==> src/rtl/pipeline_controller.sv <==
// Pipeline controller: shared memory-port arbiter (instruction/data), hazard-driven
// pipeline register controls, sticky halt, and saturating stall/flush counters.
module pipeline_controller #(
    parameter int unsigned MEM_LATENCY = 4
) (
    input  logic        clk,
    input  logic        reset,
    input  logic        i_req,
    input  logic        d_req,
    input  logic        ID_data_hazard,
    input  logic        Branch_Failed,
    input  logic        Jump_Failed,
    input  logic        wb_halt,
    output logic        mem_start,
    output logic        mem_sel_d,
    output logic        i_done,
    output logic        d_done,
    output logic [1:0]  pc_sel,
    output logic        PC_write,
    output logic        IFID_write,
    output logic        IFID_flush,
    output logic        IDEX_write,
    output logic        IDEX_flush,
    output logic        EXMEM_write,
    output logic        MEMWB_bubble,
    output logic        halted,
    output logic [15:0] stall_count,
    output logic [15:0] flush_count
);

    typedef enum logic [1:0] {IDLE, IBUSY, DBUSY, HALTED} state_t;

    localparam logic [3:0] CNT_LOAD = 4'(MEM_LATENCY - 1);

    state_t      state_q, state_d;
    logic [3:0]  cnt_q, cnt_d;
    logic        discard_q, discard_d;
    logic        halted_q, halted_d;
    logic [15:0] stall_q, stall_d;
    logic [15:0] flush_q, flush_d;
    logic        halt_now;
    logic        flush_evt;

    // Port arbiter: launch, occupancy countdown, completion pulses, halt entry.
    // A halt request parks the arbiter only once any in-flight access has completed.
    always_comb begin
        state_d   = state_q;
        cnt_d     = cnt_q;
        discard_d = discard_q;
        mem_start = 1'b0;
        mem_sel_d = 1'b0;
        i_done    = 1'b0;
        d_done    = 1'b0;
        halt_now  = halted_q | wb_halt;
        case (state_q)
            IDLE: begin
                if (halt_now) begin
                    state_d = HALTED;
                end else if (d_req) begin
                    mem_start = 1'b1;
                    mem_sel_d = 1'b1;
                    cnt_d     = CNT_LOAD;
                    state_d   = DBUSY;
                end else if (i_req && !Branch_Failed && !Jump_Failed) begin
                    mem_start = 1'b1;
                    cnt_d     = CNT_LOAD;
                    state_d   = IBUSY;
                end
            end
            IBUSY: begin
                if (Branch_Failed || Jump_Failed) begin
                    discard_d = 1'b1;
                end
                if (cnt_q == '0) begin
                    i_done    = ~discard_q;
                    discard_d = 1'b0;
                    state_d   = halt_now ? HALTED : IDLE;
                end else begin
                    cnt_d = cnt_q - 4'd1;
                end
            end
            DBUSY: begin
                mem_sel_d = 1'b1;
                if (cnt_q == '0) begin
                    d_done  = 1'b1;
                    state_d = halt_now ? HALTED : IDLE;
                end else begin
                    cnt_d = cnt_q - 4'd1;
                end
            end
            HALTED: begin
                state_d = HALTED;
            end
            default: begin
                state_d = IDLE;
            end
        endcase
        if (reset) begin
            mem_start = 1'b0;
            i_done    = 1'b0;
            d_done    = 1'b0;
        end
    end

    // Pipeline register controls: first matching rule wins, everything else defaults.
    always_comb begin
        pc_sel       = 2'd0;
        PC_write     = 1'b1;
        IFID_write   = 1'b1;
        IFID_flush   = 1'b0;
        IDEX_write   = 1'b1;
        IDEX_flush   = 1'b0;
        EXMEM_write  = 1'b1;
        MEMWB_bubble = 1'b0;
        flush_evt    = 1'b0;
        if (halted_q) begin
            PC_write    = 1'b0;
            IFID_write  = 1'b0;
            IDEX_write  = 1'b0;
            EXMEM_write = 1'b0;
        end else if (d_req && !d_done) begin
            PC_write     = 1'b0;
            IFID_write   = 1'b0;
            IDEX_write   = 1'b0;
            EXMEM_write  = 1'b0;
            MEMWB_bubble = 1'b1;
        end else if (Branch_Failed) begin
            pc_sel     = 2'd2;
            IFID_flush = 1'b1;
            IDEX_flush = 1'b1;
            flush_evt  = 1'b1;
        end else if (ID_data_hazard) begin
            PC_write   = 1'b0;
            IFID_write = 1'b0;
            IDEX_flush = 1'b1;
        end else if (Jump_Failed) begin
            pc_sel     = 2'd1;
            IFID_flush = 1'b1;
            flush_evt  = 1'b1;
        end else if (i_req && !i_done) begin
            PC_write   = 1'b0;
            IFID_flush = 1'b1;
        end
    end

    // Sticky halt flag and saturating performance counters.
    always_comb begin
        halted_d = halted_q | wb_halt;
        stall_d  = stall_q;
        flush_d  = flush_q;
        if (!halted_q && !PC_write && (stall_q != '1)) begin
            stall_d = stall_q + 16'd1;
        end
        if (flush_evt && (flush_q != '1)) begin
            flush_d = flush_q + 16'd1;
        end
    end

    // State registers with asynchronous reset.
    always_ff @(posedge clk or posedge reset) begin
        if (reset) begin
            state_q   <= IDLE;
            cnt_q     <= '0;
            discard_q <= 1'b0;
            halted_q  <= 1'b0;
            stall_q   <= '0;
            flush_q   <= '0;
        end else begin
            state_q   <= state_d;
            cnt_q     <= cnt_d;
            discard_q <= discard_d;
            halted_q  <= halted_d;
            stall_q   <= stall_d;
            flush_q   <= flush_d;
        end
    end

    assign halted      = halted_q;
    assign stall_count = stall_q;
    assign flush_count = flush_q;

endmodule

==> config.mk <==
export PLATFORM = sky130hd
export DESIGN_NAME = pipeline_controller
export DESIGN_NICKNAME = d
export VERILOG_FILES = /design/src/rtl/pipeline_controller.sv
export SDC_FILE = /design/constraint.sdc
export NUM_CORES = 1
export LEC_CHECK = 0
export CAP_MARGIN = 0
export CORE_MARGIN = 1.5
export CORE_UTILIZATION = 30
export DETAILED_ROUTE_END_ITERATION = 16
export SETUP_SLACK_MARGIN = 0.1
export SYNTH_ARGS = -nofsm -noshare
export SYNTH_HDL_FRONTEND = slang
export SYNTH_SLANG_ARGS = --single-unit
==> constraint.sdc <==
create_clock -name clk -period 5.2 [get_ports clk]
set_input_delay 1.56 -clock clk [delete_from_list [all_inputs] [get_ports clk]]
set_output_delay 1.56 -clock clk [all_outputs]
set_load 0.005 [all_outputs]
==> impl_metrics.json <==
{
  "grt_pass1_vias": 1841,
  "grt.overflow.total": 0,
  "async_reset_ff_share_pct": 100,
  "fin_skew_ns": 0.00293,
  "ys_warn_count": 0,
  "n_antenna_cell": 0,
  "worstSkewPairLatency_ns": 0.29,
  "pin_count": 54,
  "num-fill-cells": 774,
  "io_buffers": 53,
  "holdBufCountCts": 0,
  "hold_viol": 0,
  "final_cell_mix": "53 x clkdlybuf4s50_1, 40 x dfrtp_1, 26 x xor2_1",
  "die_area_sq_um": 8480,
  "slew_violations": 0,
  "cp.required_ns": 3.64,
  "final-setup-viol-count": 0,
  "core-area_sq_um": 7690,
  "rsz0062_at_grt": "no",
  "dr.pass1.iters": 4,
  "crit_arrival_ns": 3.39,
  "synthFlopType": "dfrtp_1",
  "die_y_microns": 92.1,
  "crit_path_end_kind": "output pin",
  "min_period_ns": 4.95,
  "path_max_fanout": 4,
  "cts-root-buf": "clkbuf_8",
  "start_util_pct": 31.0,
  "syn_area_sq_um": 2380,
  "num_vias": 1940,
  "grt_max_degree": 23,
  "p_per_area_nw_per_um2": 290,
  "antenna_found_initial": 0,
  "clockBufferDepth": 2,
  "fin_nets": 314,
  "mostFrequentLayoutCell": "clkdlybuf4s50_1",
  "ys_seq_area_share_pct": 42.1,
  "layout-drive-gt1-share_pct": 12.8,
  "track_usage_pct": 13.1,
  "dp_hpwl_microns": 3920,
  "ys_types": 53,
  "cts_inserted_buffers": 5,
  "clk_pin_slew_ns": 0.08,
  "synth_edf_count": 0,
  "max_slew.worst_pin.slew_ns": 0.876,
  "first_iter_violations": 54,
  "path_class": "in2out",
  "run_status": "finished clean",
  "synthCells": 242,
  "maxSlewHeadroom_pct": 41.6,
  "min_path_type": "reg2reg",
  "period_share_pct": 95.1,
  "gp_congestion": 0.795,
  "ant_nets": 0,
  "postCtsSetupRepairBufs": 0,
  "power_mw": 0.900,
  "drt_wl_total_microns": 5170,
  "core.rowCount": 32,
  "synth_seq_cells": 40,
  "cts_sinks": 40,
  "setup_tns_ns": 0,
  "max_freq_mhz": 202,
  "die_w_microns": 92.1,
  "area_growth_pct": 30.3,
  "maxCapViolCount": 0,
  "drc_errors": 0,
  "worstSetupStartpointType": "primary input",
  "grt_pass1_wl_microns": 8910,
  "synth.net_count": 258,
  "synth.avg_cell_area_sq_um": 9.83,
  "power.leakage_nw": 1.30,
  "wl_per_cell_microns": 12.9,
  "post_drt_via_cell_ratio": 4.85,
  "vdd_drop_max_v": 0.000164,
  "post_cts_resized": 0,
  "cts_tree": "done",
  "cts-htree-levels": 2
}
-- per-stage QoR --
step	cells	setup slack, ns	area [sq um]	hold slack, ns	utilization (%)
after floorplan	242	1.20	2380	0.477	-
after global placement	393	0.269	3020	0.479	39.3
after detailed placement	393	0.217	3020	0.486	39.3
after CTS	400	0.209	3100	0.497	40.3
after global routing	400	0.158	3100	0.508	40.3
final	400	0.253	3100	0.498	40.3
-- worst max-delay path, stage by stage --
cell and delay, ns:
clkdlybuf4s50_1 0.47, nand2b_1 0.23, a211oi_2 0.35, nand2_2 0.13, nor2_1 0.12, clkdlybuf4s50_1 0.53
-- cells by family after synthesis --
group	after synthesis	synth area share, %
compound gates	26	7.36
buf+inv	18	3.52
flops	40	42.1
xor+xnor	27	9.94
fa+ha+maj	8	4.21
simple gates	119	31.0
mux	4	1.89
-- report_power, final --
group          leakage, nW  total, mW  internal (mW)  switching, mW
Sequential           0.487      0.403          0.354         0.0484
Clock               0.0410      0.197         0.0914          0.106
Combinational        0.775      0.300          0.141          0.158
Total                 1.30      0.900          0.587          0.313
-- layer usage --
layer,global-route usage [%],vias to the layer above,share of wire [%]
li1,-,966,-
met1,17.4,934,49
met2,20.6,31,46
met3,3.32,9,3.3
met4,4.23,0,1.4
met5,0,-,0
-- flip-flops by register name, indices dropped and copies added, names as in the netlist --
name,cells
discard_q,1
stall_count,16
state_q,2
flush_count,16
cnt_q,4
halted,1
-- path summary, 6_finish.rpt --
check | from | to | slack (ns) | cells after the start
worst max-delay path | reset | IFID_flush | 0.25 | 6
worst min register to register | stall_count[7] | stall_count[7] | 0.50 | 1
worst min-delay path | stall_count[7] | stall_count[7] | 0.50 | 1
max in group asynchronous | reset | stall_count[12] | 2.66 | 3
min in group asynchronous | reset | halted | 1.85 | 2
worst max register to register | cnt_q[0] | stall_count[1] | 2.75 | 7
-- cell usage after synthesis, drive strengths merged (4+ instances only) --
library cell  count  area share, %
nor2             16            2.6
nand4             7            2.1
xor2             26            9.6
buf               6            1.6
o21ai             6            1.3
a21oi             8            1.7
nor3             17            5.3
inv              10            1.6
nor4              8            3.0
mux2              4            1.9
nand2b            4            1.1
and4              5            1.8
nand2            25            4.2
and3              8            2.1
dfrtp            40             42
ha                8            4.2
nand3             9            1.9
-- final cells by class --
class                           count  area, sq um  area share (%)
Timing Repair Buffer               57          561            18.1
Clock buffer                        6         72.6            2.34
Inverter                           10         37.5            1.21
Clock inverter                      1         5.00           0.161
Sequential cell                    40         1000            32.3
Multi-Input combinational cell    184         1300            41.8
Tap cell                          102          128            4.11
No activity file was read; power rests on OpenSTA's default activity.
==> patch: new RTL, same settings <==
Put one more register stage on the output `flush_count`, cleared by the reset. The value now appears one clock later. The other outputs are not delayed to match.
--- a/src/rtl/pipeline_controller.sv
+++ b/src/rtl/pipeline_controller.sv
@@ -177,7 +177,13 @@
 
     assign halted      = halted_q;
     assign stall_count = stall_q;
-    assign flush_count = flush_q;
+    always_ff @(posedge clk or posedge reset) begin
+        if (reset) begin
+            flush_count <= '0;
+        end else begin
+            flush_count <= flush_q;
+        end
+    end
 
 endmodule
 
Behaviour: not the same (Yosys sat finds a counterexample within 4 cycles, from zero or initial values and one cycle with reset high).
==> patch against the unedited design <==
Via count up 6.5%. Highest routed layer unchanged. Synthesized area up 12%. Sequential share of layout area grew 8.8 points. Routed wire length is 9.1% higher. Setup slack improved by 0.035 ns. Utilization shrank 1.0 points. Hold slack got worse by 0.066 ns. Final area increased by 10%. Register-to-register slack worse by 0.03 ns. Power is 15% higher. Sequential cell count up 16. Critical path depth increased by 1.
==> patch: results (changes against the unedited design) <==
| Metric | Value |
|---|---|
| Status | finished clean |
| Layout Nets | 324 (+3.2%) |
| Starting DRT DRC Count | 69 (+28%) |
| Synth cell types | 41 (-23%) |
| Max rail drop VDD | 0.154 mV (-6.5%) |
| Syn Nets | 270 (+4.7%) |
| Dpl hpwl | 3970 µm (+1.2%) |
| Clock-pin slew on the worst setup and hold paths | 0.09 ns |
| Worst path arrival time | 3.35 ns (-0.04 ns) |
| First-pass GRT wire length | 9490 µm (+6.6%) |
| Worst R2R Setup Slack | 2.72 ns (-0.03 ns) |
| Wire per inst | 13.5 µm (+4.7%) |
| Worst path max stage delay | 0.49 ns (-0.04 ns) |
| Sequential share of the synthesized area | 52.4% (+10 points) |
| Placer Congestion | 0.824 (+3.7%) |
| Routed via count | 2066 (+6.5%) |
| Vias in the first global route | 2044 (+11%) |
| Compound-Gate Fraction of Synth Area | 6.78% (-0.58 points) |
| Most common library cells after synthesis | dfrtp_1 (56), xnor2_1 (27), nand4_1 (20) |
| Total GRT Usage | 12.0% (-1.0 points) |
| Max-Slew Margin vs Limit | 46.9% (+5.4 points) |
| Synth area leaders | dfrtp_1 (52%), xnor2_1 (8.8%), nand4_1 (4.7%), ha_1 (3.7%), nand3_1 (3.0%) |
| Initial DRT Pass Iterations | 6 (+2) |
| Synth Area in Adders | 3.74% (-0.46 points) |
| Layout cell share with drive strength beyond 1 | 7.12% (-5.6 points) |
| P_sw | 331 µW (+6.0%) |
| Leak pwr | 0.00146 µW (+12%) |
| Post-synthesis mux area share | 2.48% (+0.59 points) |
## patch: changes by cell type after synthesis, moves of 3 or more
cell	before	now
nor4_1	6	2
nand2_1	23	19
and4_1	5	2
and2_1	1	5
xor2_1	26	0
clkbuf_1	2	5
nor3_2	8	0
dfrtp_1	40	56
nand3_1	9	16
nand4_1	6	20
and3_1	8	11
xnor2_1	1	27
buf_2	4	1
nor3_1	9	3
## patch: logic make-up after synthesis
logic type | Yosys count
fa+ha+maj | 8
simple gates | 109
compound gates | 28
buf+inv | 20
mux | 6
flops | 56
xor+xnor | 27
## patch: power by group through the flow
stage	registers (µW)	logic (µW)	clock network, µW
floorplan	501	215	0
global placement	508	279	0
detailed placement	511	286	0
CTS	502	289	265
global route	506	321	279
finish	501	287	250
## patch: area by class of cell
class | count | area, µm²
multi-input combinational | 178 | 1190
sequential | 56 | 1400
fill | 887 | 5270
clock inverter | 2 | 13.8
tap | 108 | 135
clock buffer | 6 | 82.6
inverter | 12 | 45.0
timing repair buffer | 55 | 546
## patch: worst register-to-register path: cells and delay by family, from the launching register on
family                     cells  cell delay, ns
and+or+nand+nor                3            1.13
adders and majority gates      1            0.19
AOI/OAI and AO/OA              1            0.23
DFF                            1            0.42
buffers and inverters          1            0.11
muxes                          1            0.31
## patch: final timing paths
check / endpoint / cells past startpoint / startpoint
max: PC_write / 7 / reset
min: flush_count[10]$_DFF_PP0_ / 0 / flush_q[10]$_DFFE_PP0P_
max reg2reg: flush_q[1]$_DFFE_PP0P_ / 7 / cnt_q[0]$_DFFE_PP0P_
min reg2reg: flush_count[10]$_DFF_PP0_ / 0 / flush_q[10]$_DFFE_PP0P_
max in group asynchronous: flush_count[4]$_DFF_PP0_ / 3 / reset
min in group asynchronous: discard_q$_DFFE_PP0P_ / 3 / reset
## patch: metal layers
layer  share of wire [%]  up-vias  track usage [%]
met1                  46     1015             14.9
met4                 1.5        0             3.63
met3                 4.3        8             3.02
li1                    -     1000                -
met2                  48       43             20.6
met5                   0        -                0
## patch: per-stage QoR
step / hold WS [ns] / worst slack [ns] / power [µW] / instance area, µm² / std cells
3_5_place_dp: 0.412 / 0.290 / 797 / 3320 / 409
5_1_grt: 0.452 / 0.165 / 1110 / 3410 / 417
4_1_cts: 0.438 / 0.283 / 1060 / 3410 / 417
6_report: 0.432 / 0.288 / 1040 / 3410 / 417
2_1_floorplan: 0.385 / 0.180 / 716 / 2680 / 254
3_3_place_gp: 0.405 / 0.316 / 788 / 3320 / 409
